**config.mk**
```make
export PLATFORM = sky130hd
export DESIGN_NAME = difftest_step_batcher
export DESIGN_NICKNAME = d
export VERILOG_FILES = /design/src/rtl/difftest_step_batcher.sv
export SDC_FILE = /design/constraint.sdc
export NUM_CORES = 1
export LEC_CHECK = 0
export ABC_AREA = 1
export BUFFER_PORTS_ARGS = -buffer_cell sky130_fd_sc_hd__buf_2
export CAP_MARGIN = 5
export CORE_ASPECT_RATIO = 0.5
export CORE_MARGIN = 2
export CORE_UTILIZATION = 40
export DETAILED_ROUTE_END_ITERATION = 10
export GPL_ROUTABILITY_DRIVEN = 0
export PLACE_DENSITY = 0.68
export SYNTH_ARGS = -nofsm -noshare
export SYNTH_HDL_FRONTEND = slang
export SYNTH_SLANG_ARGS = --single-unit
```
**constraint.sdc**
```tcl
create_clock -name clock -period 3.8 [get_ports clock]
set_clock_uncertainty 0.1 [all_clocks]
set_input_delay 0.76 -clock clock [delete_from_list [all_inputs] [get_ports clock]]
set_output_delay 0.76 -clock clock [all_outputs]
set_load 0.02 [all_outputs]
```
**src/rtl/difftest_step_batcher.sv**
```systemverilog
`default_nettype none
// ============================================================================
// Module   : difftest_step_batcher
// Purpose  : Batches per-cycle difftest commit-step counts onto a valid/ready
//            port and throttles the core before the pending count saturates.
//            Optional statistics counters: DIFFTEST_BATCH_STATS_EN.
// Revision : 1.0 - initial release
// ============================================================================
module difftest_step_batcher #(
    parameter int STEP_WIDTH      = 8,
    parameter int ACC_WIDTH       = 16,
    parameter int BATCH_THRESHOLD = 64,
    parameter int FLUSH_TIMEOUT   = 1024
) (
    input  logic                  clock,
    input  logic                  reset,
    input  logic [STEP_WIDTH-1:0] in_step,
    input  logic                  flush_req,
    output logic                  out_valid,
    input  logic                  out_ready,
    output logic [ACC_WIDTH-1:0]  out_step,
    output logic                  stall,
    output logic                  overflow,
    output logic [63:0]           stat_steps,
    output logic [31:0]           stat_batches
);

    localparam int                 c_TIMER_WIDTH = $clog2(FLUSH_TIMEOUT + 1);
    localparam logic [0:0]         c_S_ACCUM     = 1'b0;
    localparam logic [0:0]         c_S_ISSUE     = 1'b1;
    localparam logic [ACC_WIDTH:0] c_THRESHOLD   = (ACC_WIDTH+1)'(BATCH_THRESHOLD);
    localparam logic [c_TIMER_WIDTH-1:0] c_TIMEOUT = c_TIMER_WIDTH'(FLUSH_TIMEOUT);
    localparam logic [ACC_WIDTH:0] c_FULL        = {1'b1, {ACC_WIDTH{1'b0}}};
    localparam logic [ACC_WIDTH:0] c_MARGIN      = {{ACC_WIDTH{1'b0}}, 1'b1} << (STEP_WIDTH + 1);
    // Two max-size steps of headroom cover the commits already in flight when stall rises.
    localparam logic [ACC_WIDTH:0] c_STALL_LEVEL = c_FULL - c_MARGIN;

    logic [0:0]               r_state;
    logic [0:0]               w_state_next;
    logic [ACC_WIDTH-1:0]     r_pend;
    logic [ACC_WIDTH-1:0]     r_hold;
    logic [c_TIMER_WIDTH-1:0] r_timer;
    logic                     r_overflow;
    logic [ACC_WIDTH:0]       w_sum;
    logic [ACC_WIDTH-1:0]     w_sum_sat;
    logic                     w_issue;
    logic                     w_take;
    logic                     w_timer_active;

    assign w_sum     = {1'b0, r_pend} + {{(ACC_WIDTH + 1 - STEP_WIDTH){1'b0}}, in_step};
    assign w_sum_sat = w_sum[ACC_WIDTH] ? {ACC_WIDTH{1'b1}} : w_sum[ACC_WIDTH-1:0];
    assign w_issue   = (w_sum != '0) &&
                       ((w_sum >= c_THRESHOLD) || (r_timer >= c_TIMEOUT) || flush_req);
    // While a batch is presented, a new one can only be cut on the handshake cycle.
    assign w_take    = (r_state == c_S_ACCUM) ? w_issue : (out_ready && w_issue);
    assign w_timer_active = (r_pend != '0) || (in_step != '0);

    // State register
    always_ff @(posedge clock) begin
        if (reset) r_state <= c_S_ACCUM;
        else       r_state <= w_state_next;
    end

    // Next-state logic
    always_comb begin
        w_state_next = r_state;
        case (r_state)
            c_S_ACCUM: if (w_issue) w_state_next = c_S_ISSUE;
            c_S_ISSUE: if (out_ready) w_state_next = w_issue ? c_S_ISSUE : c_S_ACCUM;
            default:   w_state_next = c_S_ACCUM;
        endcase
    end

    // Output logic
    always_comb begin
        out_valid = (r_state == c_S_ISSUE);
    end

    always_ff @(posedge clock) begin
        if (reset) begin
            r_pend     <= '0;
            r_hold     <= '0;
            r_timer    <= '0;
            r_overflow <= 1'b0;
        end else begin
            if (w_sum[ACC_WIDTH]) r_overflow <= 1'b1;
            if (w_take) begin
                r_hold  <= w_sum_sat;
                r_pend  <= '0;
                r_timer <= '0;
            end else begin
                r_pend <= w_sum_sat;
                if (!w_timer_active)          r_timer <= '0;
                else if (r_timer < c_TIMEOUT) r_timer <= r_timer + 1'b1;
            end
        end
    end

    assign out_step = r_hold;
    assign overflow = r_overflow;
    assign stall    = ({1'b0, r_pend} >= c_STALL_LEVEL);

`ifdef DIFFTEST_BATCH_STATS_EN
    logic [63:0] r_stat_steps;
    logic [31:0] r_stat_batches;

    always_ff @(posedge clock) begin
        if (reset) begin
            r_stat_steps   <= '0;
            r_stat_batches <= '0;
        end else if (out_valid && out_ready) begin
            r_stat_steps   <= r_stat_steps + {{(64 - ACC_WIDTH){1'b0}}, r_hold};
            r_stat_batches <= r_stat_batches + 32'd1;
        end
    end

    assign stat_steps   = r_stat_steps;
    assign stat_batches = r_stat_batches;
`else
    assign stat_steps   = 64'd0;
    assign stat_batches = 32'd0;
`endif

endmodule
`default_nettype wire
```
# Word level (Yosys, flattened, before mapping)
# Index checks and enable logic that the tools add are counted.
dict set report op_classes {
  addsub 2
  magnitude_cmp 4
  n_bitwise 2
  reduce_logical 10
  n_mux 5
}
# op n
set op_table {}
lappend op_table {{16-bit by 8-bit adder with 17-bit output} 1}
lappend op_table {{17-bit by 7-bit greater-or-equal comparator with 1-bit output, second input constant} 1}
lappend op_table {{17-bit nonzero test} 1}
lappend op_table {{16-bit greater-or-equal comparator, second input constant} 1}
lappend op_table {{16-bit two-way mux} 1}
lappend op_table {{16-bit nonzero test} 1}
lappend op_table {{11-bit by 1-bit adder with 11-bit output, second input constant} 1}
lappend op_table {{11-bit greater-or-equal comparator, second input constant} 1}
lappend op_table {{11-bit < comparator, second input constant} 1}
lappend op_table {{8-bit nonzero test} 1}
lappend op_table {{1-bit logical OR} 3}
lappend op_table {{1-bit two-way mux} 3}
lappend op_table {{3-bit OR reduction} 1}
lappend op_table {{1-bit logical AND} 2}
lappend op_table {{1-bit inverter} 2}
lappend op_table {{1-bit one-hot mux with 2 select lines} 1}
lappend op_table {{2-bit OR reduction} 1}
dict set report totals {
  word_cells 28
  in_bits 12
  register_bits 45
  out_inout_bits 115
}

# Depth between registers and ports, before layout
# Gate-level depths: netlist of the first run.
dict set report depth {
  ltp_word 8
  ltp_mapped 18
  ltp_nobuf 16
}

# Least setup slack after synthesis of the first run
# OpenSTA, ideal clock, no wires.
dict set report synth_timing {
  path_type {input -> register}
  from {input in_step[0]}
  to {register r_timer[1]}
  path_slack_ns 0.926
  arrival_ns 2.712
  stages 15
  n_path_buf 1
  t_required_ns 3.639
  setup_ns 0.061
  cell_sequence {ha_1 > fa_1 > or2_2 > nor2_1 > nand3_1 > nor2_1 > nand2_1 > nand2_1 > nand3_2 > nor2_4 > nand2_4 > nand2_4 > nand3_4 > buf_8 > nor2_4}
}
dict set report synth_via {
  elab_chain_cells 8
}
# item line_no
set synth_rtl {}
lappend synth_rtl {{start, declared} 17} ;# input logic [STEP_WIDTH-1:0] in_step,
lappend synth_rtl {{16-bit by 8-bit adder with 17-bit output} 50} ;# assign w_sum = {1'b0, r_pend} + {{(ACC_WIDTH + 1 - STEP_WIDTH){1'b0}}, in_step};
lappend synth_rtl {{17-bit by 7-bit greater-or-equal comparator with 1-bit output} 53} ;# ((w_sum >= c_THRESHOLD) || (r_timer >= c_TIMEOUT) || flush_req);
lappend synth_rtl {{1-bit logical OR (2 in series)} 53}
lappend synth_rtl {{1-bit logical AND} 52} ;# assign w_issue = (w_sum != '0) &&
lappend synth_rtl {{1-bit logical AND} 55} ;# assign w_take = (r_state == c_S_ACCUM) ? w_issue : (out_ready && w_issue);
lappend synth_rtl {{1-bit two-way mux} 55}
lappend synth_rtl {{3-bit OR reduction (no source line) (*)} -}
lappend synth_rtl {{end signal, assigned} 94} ;# else if (r_timer < c_TIMEOUT) r_timer <= r_timer + 1'b1;
lappend synth_rtl {{end, declared} 42} ;# logic [c_TIMER_WIDTH-1:0] r_timer;
# Every way passes the cells marked *; elsewhere a longest branch is shown, timed or not.
# A chain may end at the register's enable or synchronous reset.

# Worst setup path after layout of the first run
dict set report layout_timing {
  from {input in_step[0]}
  to {register r_timer[10]}
}
# Same word-level chain as after synthesis.

==> reports/results.txt, run 1 <==
CP Max Fanout - 11
Pre-antenna DRT Iters - 7
Final ANT Viol Nets - 0
CP Launch Type - primary input
Endpoint, Worst Hold - overflow
Slew HR - 36.2%
Die W - 136 um
Top FF cell, synth - dfxtp_1
Combinational power share - 27.2%
Seq pwr share - 38.3%
Worst setup margin - 0.781 ns
Final hold violations - 0
WP data arrival - 3.13 ns
Outcome - finished, final reports clean
Share of cells above drive strength 1 - 16.9%
Critical path class - in -> reg
Hold path cells - 2
Clk buf depth - 2
Crit end category - register
Syn Area/Cell - 7.20 um^2
Slew Viols, Final - 0
Most common cell after layout, fill and taps aside - conb_1
IO Pins - 127
Vias - 2715
TritonCTS buffer count - 5
Htree depth - 2
Pwr/cell area - 388 nW/um^2
Hold/Removal Path Class - reg -> reg
Via density - 4.33
R2r setup slk - 1.05 ns
Peak Freq - 0.331 GHz
Via count of the first global-routing pass - 2345
Req. time, crit path - 3.91 ns
Hold wc startpoint - overflow
Clk sinks - 45
TNS Setup - 0 ns
Grt ovf - 0
P_int - 903 uW
Clock slew seen by the registers of the worst setup and hold paths - 0.06 ns
GRT Total Usage - 13.7%
Leak Pwr - 0.00178 uW
Max_cap viols - 0
Mapped Cells - 485
Sw Share - 33.8%
Reg-to-reg startpoint - r_pend[0]
Post-route minimum period - 3.02 ns
Final Cell Area - 3510 um^2
Slew @ Worst Pin - 0.956 ns
First-pass GRT wire length - 10.5 mm
Die Height - 70.1 um
Overall power - 1360 uW
Register area share after synthesis - 25.8%
DP Wirelength - 5.00 mm
Core Region - 8590 um^2
Post-synth EDFFs - 0
Clk network pwr share - 34.6%
Flops & latches, synth - 45
Top cell family by delay on the critical path - simple AND/OR/NAND/NOR gates
Placed Area - 3350 um^2
Antenna violations before repair - 0
Die area - 9540 um^2
Post-cts hold buffer count - 0
Fin nets - 532
Area Overhead vs Synth - 0.573%
IO buf count - 30
CP max stage cell - fa_1
Drt wl/cell - 10.0 um
Pin count of the biggest net entering global routing - 33
Mapped Area - 3490 um^2
Clock Latency Late Sink - 0.28 ns
CTS tree - yes
Library cells used by synthesis - 34
Final setup viols - 0
Worst vdd ir - 175 uV
Post-cts resize count - 0
RSZ-0062 raised after global routing - false
Worst-path cell chain - buf_2 -> ha_1 -> fa_1 -> or2_2 -> nor2_1 -> nand3_1 -> nor2_1 -> nand2_1 -> nand2_1 -> nand3_2 -> nor2_4 -> nand2_4 -> nand2_4 -> nand3_4 -> nor2_1
Initial drt markers - 106
Worst Path Buf+Inv - 1
Most Frequent Cell on Critical Path - nor2_1
ANT cells - 0
DRC - 0
Clock root buffer - clkbuf_16
Commonest non-fill, non-tap cells in the layout - conb_1 (96), nand2_1 (91), nor2_1 (56)
FP Rows - 24
Synth Warn # - 0
WL final - 6.28 mm
Starting Density - 40.7%
Worst r2r path cells - 14
Worst slack, placed - 0.505 ns
Slowest stage delay, CP - 0.49 ns
Final critical-path share of the clock period - 79.4%
Post-CTS Setup Bufs - 0
NetSw - 462 uW
Reg2reg end - r_timer[10]
Async SR Flop Fraction - 0%
[synth_stat cells (3+ instances only)]
cell	count	area [um^2]
dfxtp_1	45	901
nor2_4	21	236
nor2_1	56	210
nand3_2	6	60.1
nand2_2	3	18.8
buf_4	96	721
clkbuf_1	4	15.0
ha_1	9	113
nand4_1	10	62.6
inv_2	6	22.5
nand3_1	38	190
nand3b_1	4	30.0
buf_2	6	30.0
xor2_1	7	61.3
inv_1	33	124
nand2_1	91	342
nor4_1	5	31.3
nand2_4	3	33.8
a21oi_1	19	95.1
nor2_2	5	31.3
[layer usage]
metal  up-vias  part of all wire [%]  GRT usage, %
li1       1384                     -             -
met1      1213                    47          18.1
met2       110                    45          22.6
met3         8                   5.9          2.18
met4         0                   1.5          4.75
met5         -                     0             0
[worst min-delay path, cell delays in order (launching register included)]
cell and delay (ns):
dfxtp_1 0.32, nor2_1 0.04, nor2_1 0.06
[layout make-up]
cell class / count / area (um^2)
well taps: 117 / 146
repair buffers: 31 / 158
multi-input cells: 388 / 2000
clock inverters: 2 / 35.0
fillers: 893 / 5070
inverters: 39 / 146
clock buffers: 5 / 125
flip-flops and latches: 45 / 901
[power groups by stage]
stage	logic, uW	clock network, uW	registers [uW]
after global placement	364	0	532
final	371	472	522
after detailed placement	367	0	532
after global routing	413	502	526
after floorplan	358	0	556
after CTS	368	484	522
[logic make-up (layout without fill, tap and decap cells)]
family	Yosys count	after routing	synth area share [%]
AOI/OAI and AO/OA	23	23	3.47
xor gates and xnor gates	9	9	2.26
adders and majority gates	10	10	3.80
buffers and inverters	147	77	27.1
DFF	45	45	25.8
muxes	1	1	0.287
other	1	96	0.107
and+or+nand+nor	249	249	37.2
[how the worst max path moves through the flow]
| stage | startpoint | end | slack (ns) | cells after the start |
|---|---|---|---|---|
| finish | in_step[0] | r_timer[10] | 0.78 | 15 |
| global route | in_step[0] | r_timer[10] | 0.63 | 15 |
| detailed placement | in_step[0] | r_timer[10] | 0.50 | 15 |
| global placement | in_step[0] | r_timer[10] | 0.55 | 15 |
| floorplan | in_step[0] | r_timer[1] | 0.93 | 15 |
| CTS | in_step[0] | r_timer[10] | 0.79 | 15 |
[per-stage QoR]
stage | instances | util (%) | hold slack, ns
2_1_floorplan | 580 | - | 0.428
3_3_place_gp | 620 | 39.0 | 0.344
3_5_place_dp | 620 | 39.0 | 0.352
4_1_cts | 627 | 40.9 | 0.367
5_1_grt | 627 | 40.9 | 0.400
6_report | 627 | 40.9 | 0.361
[registers in the layout, summed over array words and instances, names as in the netlist]
name       cells
out_step      16
overflow       1
r_pend        16
out_valid      1
r_timer       11
(Power assumes the default switching activity.)
==> inputs of run 2 (changes only) <==
- PLACE_DENSITY: 0.68 -> 0.7
- clock period: 3.8 -> 2.5 ns (I/O delays scaled with it)
==> run 2 against run 1 <==
Sequential cell count unchanged. Critical path type is now reg -> reg. Register-to-register slack got worse by 1.1 ns. Clock-buffer cell count unchanged. Critical path depth unchanged. Non-clock buffer count increased by 53. Via count increased by 11%. Global-route usage increased by 2.1 points. Routed wire length increased by 20%. Sequential share of layout area decreased by 3.7 points. Critical endpoint unchanged. The flow now finishes with violations (negative setup slack). Core utilization increased by 6.9 points. Hold slack got worse by 0.081 ns.
==> reports/results.txt, run 2 (synthesis results as in run 1) <==
Slew Viols, Final - 0 (unchanged)
Fin nets - 585 (was 532)
Core Region - 8590 um^2 (unchanged)
CTS tree - yes (unchanged)
Clk buf depth - 2 (unchanged)
Hold/Removal Path Class - in -> reg (was reg -> reg)
WL final - 7.56 mm (was 6.28 mm)
R2r setup slk - -0.002 ns (was 1.05 ns)
Pre-antenna DRT Iters - 4 (was 7)
Pwr/cell area - 566 nW/um^2 (was 388 nW/um^2)
Worst setup margin - -0.00176 ns (was 0.781 ns)
Reg2reg end - r_timer[10] (unchanged)
Commonest non-fill, non-tap cells in the layout - conb_1 (96), nand2_1 (87), buf_4 (51) (was conb_1 (96), nand2_1 (91), nor2_1 (56))
Grt ovf - 0 (unchanged)
Overall power - 2330 uW (was 1360 uW)
Final ANT Viol Nets - 0 (unchanged)
Most common cell after layout, fill and taps aside - conb_1 (unchanged)
Leak Pwr - 0.00205 uW (was 0.00178 uW)
Die area - 9540 um^2 (unchanged)
Crit end category - register (unchanged)
Max_cap viols - 0 (unchanged)
Via density - 4.41 (was 4.33)
Starting Density - 40.7% (unchanged)
GRT Total Usage - 15.8% (was 13.7%)
Req. time, crit path - 2.64 ns (was 3.91 ns)
Clock Latency Late Sink - 0.30 ns (was 0.28 ns)
Initial drt markers - 142 (was 106)
Area Overhead vs Synth - 17.5% (was 0.573%)
DP Wirelength - 5.49 mm (was 5.00 mm)
Worst r2r path cells - 15 (was 14)
IO Pins - 127 (unchanged)
Share of cells above drive strength 1 - 29.3% (was 16.9%)
Outcome - finished with violations (was finished, final reports clean)
DRC - 0 (unchanged)
Clock root buffer - clkbuf_16 (unchanged)
Final hold violations - 0 (unchanged)
ANT cells - 0 (unchanged)
Vias - 3001 (was 2715)
Pin count of the biggest net entering global routing - 19 (was 33)
FP Rows - 24 (unchanged)
Failing checks - negative setup slack
Clock slew seen by the registers of the worst setup and hold paths - 0.07 ns (was 0.06 ns)
TritonCTS buffer count - 5 (unchanged)
Critical path class - reg -> reg (was in -> reg)
Antenna violations before repair - 0 (unchanged)
TNS Setup - -0.00225 ns (was 0 ns)
Hold path cells - 2 (unchanged)
Final Cell Area - 4110 um^2 (was 3510 um^2)
Die Height - 70.1 um (unchanged)
Final setup viols - 2 (was 0)
Reg-to-reg startpoint - r_pend[0] (unchanged)
Peak Freq - 0.400 GHz
Endpoint, Worst Hold - overflow (unchanged)
Placed Area - 3750 um^2 (was 3350 um^2)
Final critical-path share of the clock period - 100%
IO buf count - 30 (unchanged)
Drt wl/cell - 11.1 um (was 10.0 um)
Slew HR - 62.9% (was 36.2%)
Hold wc startpoint - reset (was overflow)
CP Launch Type - register (was primary input)
Worst vdd ir - 321 uV (was 175 uV)
RSZ-0062 raised after global routing - true (was false)
CP Max Fanout - 6 (was 11)
Via count of the first global-routing pass - 2623 (was 2345)
WP data arrival - 2.64 ns (was 3.13 ns)
First-pass GRT wire length - 12.0 mm (was 10.5 mm)
Slew @ Worst Pin - 0.556 ns (was 0.956 ns)
Die W - 136 um (unchanged)
Clk sinks - 45 (unchanged)
Htree depth - 2 (unchanged)
Post-route minimum period - 2.50 ns
run 2: cell types whose count changed in the layout (fill, tap and decap cells not counted), sizes merged:
cell / before / now
buf: 31 / 84
inv: 39 / 40
run 2: worst max-delay path by stage:
stage,cells after the start,slack (ns),startpoint,end
after floorplan,15,-0.03,in_step[0],r_timer[1]
after global placement,15,-0.31,in_step[0],r_pend[10]
after detailed placement,16,-0.35,in_step[0],r_timer[10]
after CTS,15,-0.01,r_pend[0],r_timer[10]
after global routing,15,-0.11,r_pend[0],r_timer[7]
final,15,-0.002,r_pend[0],r_timer[10]
run 2: layout make-up:
cell class                 count  area [um^2]
clock buffer                   5          125
clock inverter                 3         50.0
fill                         839         4480
inverter                      39          146
multi-input combinational    388         2140
sequential                    45          902
tap                          117          146
timing repair buffer          84          592
run 2: stage by stage:
stage	worst slack (ns)	hold slack, ns	util, %	instances
finish	-0.00176	0.280	47.8	681
global route	-0.110	0.293	47.8	681
CTS	-0.0124	0.274	46.5	681
detailed placement	-0.354	0.363	43.6	669
global placement	-0.305	0.340	43.6	669
floorplan	-0.0272	0.428	-	580
run 2: where the power goes:
part / switching (uW) / internal, uW / total [uW]
Combinational: 473 / 260 / 732
Sequential: 33.0 / 764 / 797
Clock: 315 / 481 / 796
Total: 821 / 1500 / 2330
run 2: per-layer routing:
metal | global-route usage [%] | wire [um] | up-vias | share of wire [%]
met1 | 21.3 | 3360 | 1330 | 44
met2 | 24.8 | 3350 | 152 | 44
li1 | - | - | 1498 | -
met3 | 3.20 | 618 | 21 | 8.2
met4 | 6.13 | 236 | 0 | 3.1
met5 | 0 | 0 | - | 0
run 2: repair_timing:
item	in CTS	in global routing
pin swaps	5	0
gates cloned	1	0
setup endpoints to repair	43	44
hold buffers	0	0
resized for setup	7	24
setup buffers	3	0
run 2: critical path, stage by stage (launching register included):
cell and delay, ns:
dfxtp_2 0.35, ha_4 0.13, fa_2 0.44, or2_4 0.24, nor2_2 0.07, nand3_1 0.07, nor2_1 0.09, nand2_1 0.07
nand2_1 0.08, nand3_2 0.09, nor2_4 0.12, nand2_4 0.09, nand2_8 0.09, nand3_4 0.13, buf_12 0.20, nor2_4 0.07
==> inputs of run 3 (changes only) <==
- BUFFER_PORTS_ARGS: -buffer_cell sky130_fd_sc_hd__buf_2 -> -buffer_cell sky130_fd_sc_hd__clkbuf_2
==> run 3 against run 2 <==
The flow now finishes without violations. Sequential share of layout area rose by 0.49 points. Final cell count shrank 0.44%. Cell area shrank 1.9%. Largest power group unchanged. Non-clock buffer count fell by 4. Critical endpoint is now r_timer[9]. Fmax is essentially flat. Via count down 2.6%. Sequential cell count did not move. Clock power decreased by 2%. Core utilization decreased by 0.90 points. Global-route usage barely moved. Hold slack got worse by 0.0089 ns. Register-to-register slack about the same.
==> reports/results.txt, run 3 (synthesis results as in run 1) <==
Outcome - finished, final reports clean (was finished with violations)
Clk sinks - 45 (unchanged)
Overall power - 2280 uW (was 2330 uW)
Worst-path cell chain - ha_4 -> fa_2 -> or2_4 -> nor2_2 -> nand3_1 -> nor2_1 -> nand2_1 -> nand2_2 -> nand3_2 -> nor2_4 -> nand2_4 -> nand2_4 -> nand3_4 -> buf_12 -> nor2_4 (was ha_4 -> fa_2 -> or2_4 -> nor2_2 -> nand3_1 -> nor2_1 -> nand2_1 -> nand2_1 -> nand3_2 -> nor2_4 -> nand2_4 -> nand2_8 -> nand3_4 -> buf_12 -> nor2_4)
DP Wirelength - 5.58 mm (was 5.49 mm)
Commonest non-fill, non-tap cells in the layout - conb_1 (96), nand2_1 (88), nor2_1 (53) (was conb_1 (96), nand2_1 (87), buf_4 (51))
Combinational power share - 30.9% (was 31.5%)
Placed Area - 3740 um^2 (was 3750 um^2)
DRC - 0 (unchanged)
WP data arrival - 2.63 ns (was 2.64 ns)
Core Region - 8590 um^2 (unchanged)
Hold wc startpoint - reset (unchanged)
Clock slew seen by the registers of the worst setup and hold paths - 0.07 ns (about the same)
Crit path to - r_timer[9] (was r_timer[10])
Req. time, crit path - 2.63 ns (was 2.64 ns)
Vias - 2922 (was 3001)
Fin nets - 582 (was 585)
Slew @ Worst Pin - 0.622 ns (was 0.556 ns)
Final critical-path share of the clock period - 100% (about the same)
Final hold violations - 0 (unchanged)
Reg-to-reg startpoint - r_pend[0] (unchanged)
Leak Pwr - 0.00203 uW (was 0.00205 uW)
Post-route minimum period - 2.50 ns (about the same)
GRT Total Usage - 15.8% (about the same)
Die area - 9540 um^2 (unchanged)
Starting Density - 40.7% (unchanged)
Htree depth - 2 (unchanged)
Die W - 136 um (unchanged)
Reg2reg end - r_timer[9] (was r_timer[10])
NetSw - 794 uW (was 821 uW)
ANT cells - 0 (unchanged)
Critical path class - reg -> reg (unchanged)
Final ANT Viol Nets - 0 (unchanged)
Worst vdd ir - 254 uV (was 321 uV)
Initial drt markers - 96 (was 142)
IO Pins - 127 (unchanged)
Post-cts hold buffer count - 0 (unchanged)
Clock root buffer - clkbuf_16 (unchanged)
TritonCTS buffer count - 5 (unchanged)
Pre-antenna DRT Iters - 4 (unchanged)
Seq pwr share - 34.8% (was 34.3%)
First-pass GRT wire length - 11.9 mm (was 12.0 mm)
Crit end category - register (unchanged)
Slew Viols, Final - 0 (unchanged)
Slowest stage delay, CP - 0.43 ns (was 0.44 ns)
# fillers - 865 (was 839)
Worst slack, placed - -0.380 ns (was -0.354 ns)
Hold/Removal Path Class - in -> reg (unchanged)
R2r setup slk - 0.0007 ns (was -0.002 ns)
Critical path origin - r_pend[0] (unchanged)
CP Launch Type - register (unchanged)
Clk network pwr share - 34.3% (was 34.2%)
CTS tree - yes (unchanged)
Clock Latency Late Sink - 0.29 ns (was 0.30 ns)
WL final - 7.34 mm (was 7.56 mm)
Final Cell Area - 4030 um^2 (was 4110 um^2)
P_int - 1490 uW (was 1500 uW)
Slew HR - 58.5% (was 62.9%)
CP Max Fanout - 6 (unchanged)
FP Rows - 24 (unchanged)
Grt ovf - 0 (unchanged)
Max_cap viols - 0 (unchanged)
Pwr/cell area - 567 nW/um^2 (was 566 nW/um^2)
Antenna violations before repair - 0 (unchanged)
Final setup viols - 0 (was 2)
Die Height - 70.1 um (unchanged)
Worst setup margin - 0.000728 ns (was -0.00176 ns)
Share of cells above drive strength 1 - 26.7% (was 29.3%)
Area Overhead vs Synth - 15.3% (was 17.5%)
CP max stage cell - fa_2 (unchanged)
Most common cell after layout, fill and taps aside - conb_1 (unchanged)
Drt wl/cell - 10.8 um (was 11.1 um)
Peak Freq - 0.400 GHz (about the same)
Via count of the first global-routing pass - 2642 (was 2623)
Sw Share - 34.8% (was 35.3%)
Final design utilization - 46.9% (was 47.8%)
Via density - 4.31 (was 4.41)
Pin count of the biggest net entering global routing - 32 (was 19)
Clk buf depth - 2 (unchanged)
IO buf count - 30 (unchanged)
Worst r2r path cells - 15 (unchanged)
RSZ-0062 raised after global routing - true (unchanged)
TNS Setup - 0 ns (was -0.00225 ns)
-- run 3: area by class of cell --
| cell class | count | area (um^2) | area share, % |
|---|---|---|---|
| Clock buffer | 5 | 125 | 3.11 |
| Clock inverter | 3 | 50.0 | 1.24 |
| Inverter | 39 | 146 | 3.63 |
| Multi-Input combinational cell | 389 | 2080 | 51.7 |
| Sequential cell | 45 | 905 | 22.5 |
| Tap cell | 117 | 146 | 3.63 |
| Timing Repair Buffer | 80 | 574 | 14.3 |
-- run 3: power groups by stage --
stage | Clock [uW] | Sequential, uW | Combinational (uW)
after global routing | 822 | 800 | 773
after global placement | 0 | 808 | 652
final | 783 | 794 | 705
after CTS | 798 | 794 | 692
after detailed placement | 0 | 810 | 657
after floorplan | 0 | 846 | 553
-- run 3: per-stage QoR --
step                hold slack (ns)  cells
global placement              0.345    666
detailed placement            0.357    666
CTS                           0.271    678
finish                        0.271    678
floorplan                     0.428    580
global route                  0.274    678
-- run 3: routing by layer --
metal  up-vias  global-route usage, %  wire length, um
li1       1490                      -                -
met1      1290                   20.5             3420
met2       129                   25.7             3240
met3        13                   3.27              547
met4         0                   6.13              137
met5         -                      0                0
-- run 3: worst min-delay path by stage --
stage	slack (ns)	cells past startpoint	end
2_1_floorplan	0.43	4	r_timer[10]
3_3_place_gp	0.35	2	overflow
3_5_place_dp	0.36	2	overflow
4_1_cts	0.27	2	overflow
5_1_grt	0.27	2	overflow
6_report	0.27	2	overflow
-- run 3: repair_timing --
action / CTS / global route
setup endpoints to repair: 43 / 44
gates cloned: 2 / 0
pin swaps: 6 / 2
resized for setup: 8 / 10
setup buffers: 2 / 0
-- run 3: worst max-delay path, delay by kind of cell (launching register included) --
kind                       cells  cell delay (ns)
and+or+nand+nor               12             1.18
adders and majority gates      2             0.59
DFF                            1             0.36
buffers and inverters          1             0.21
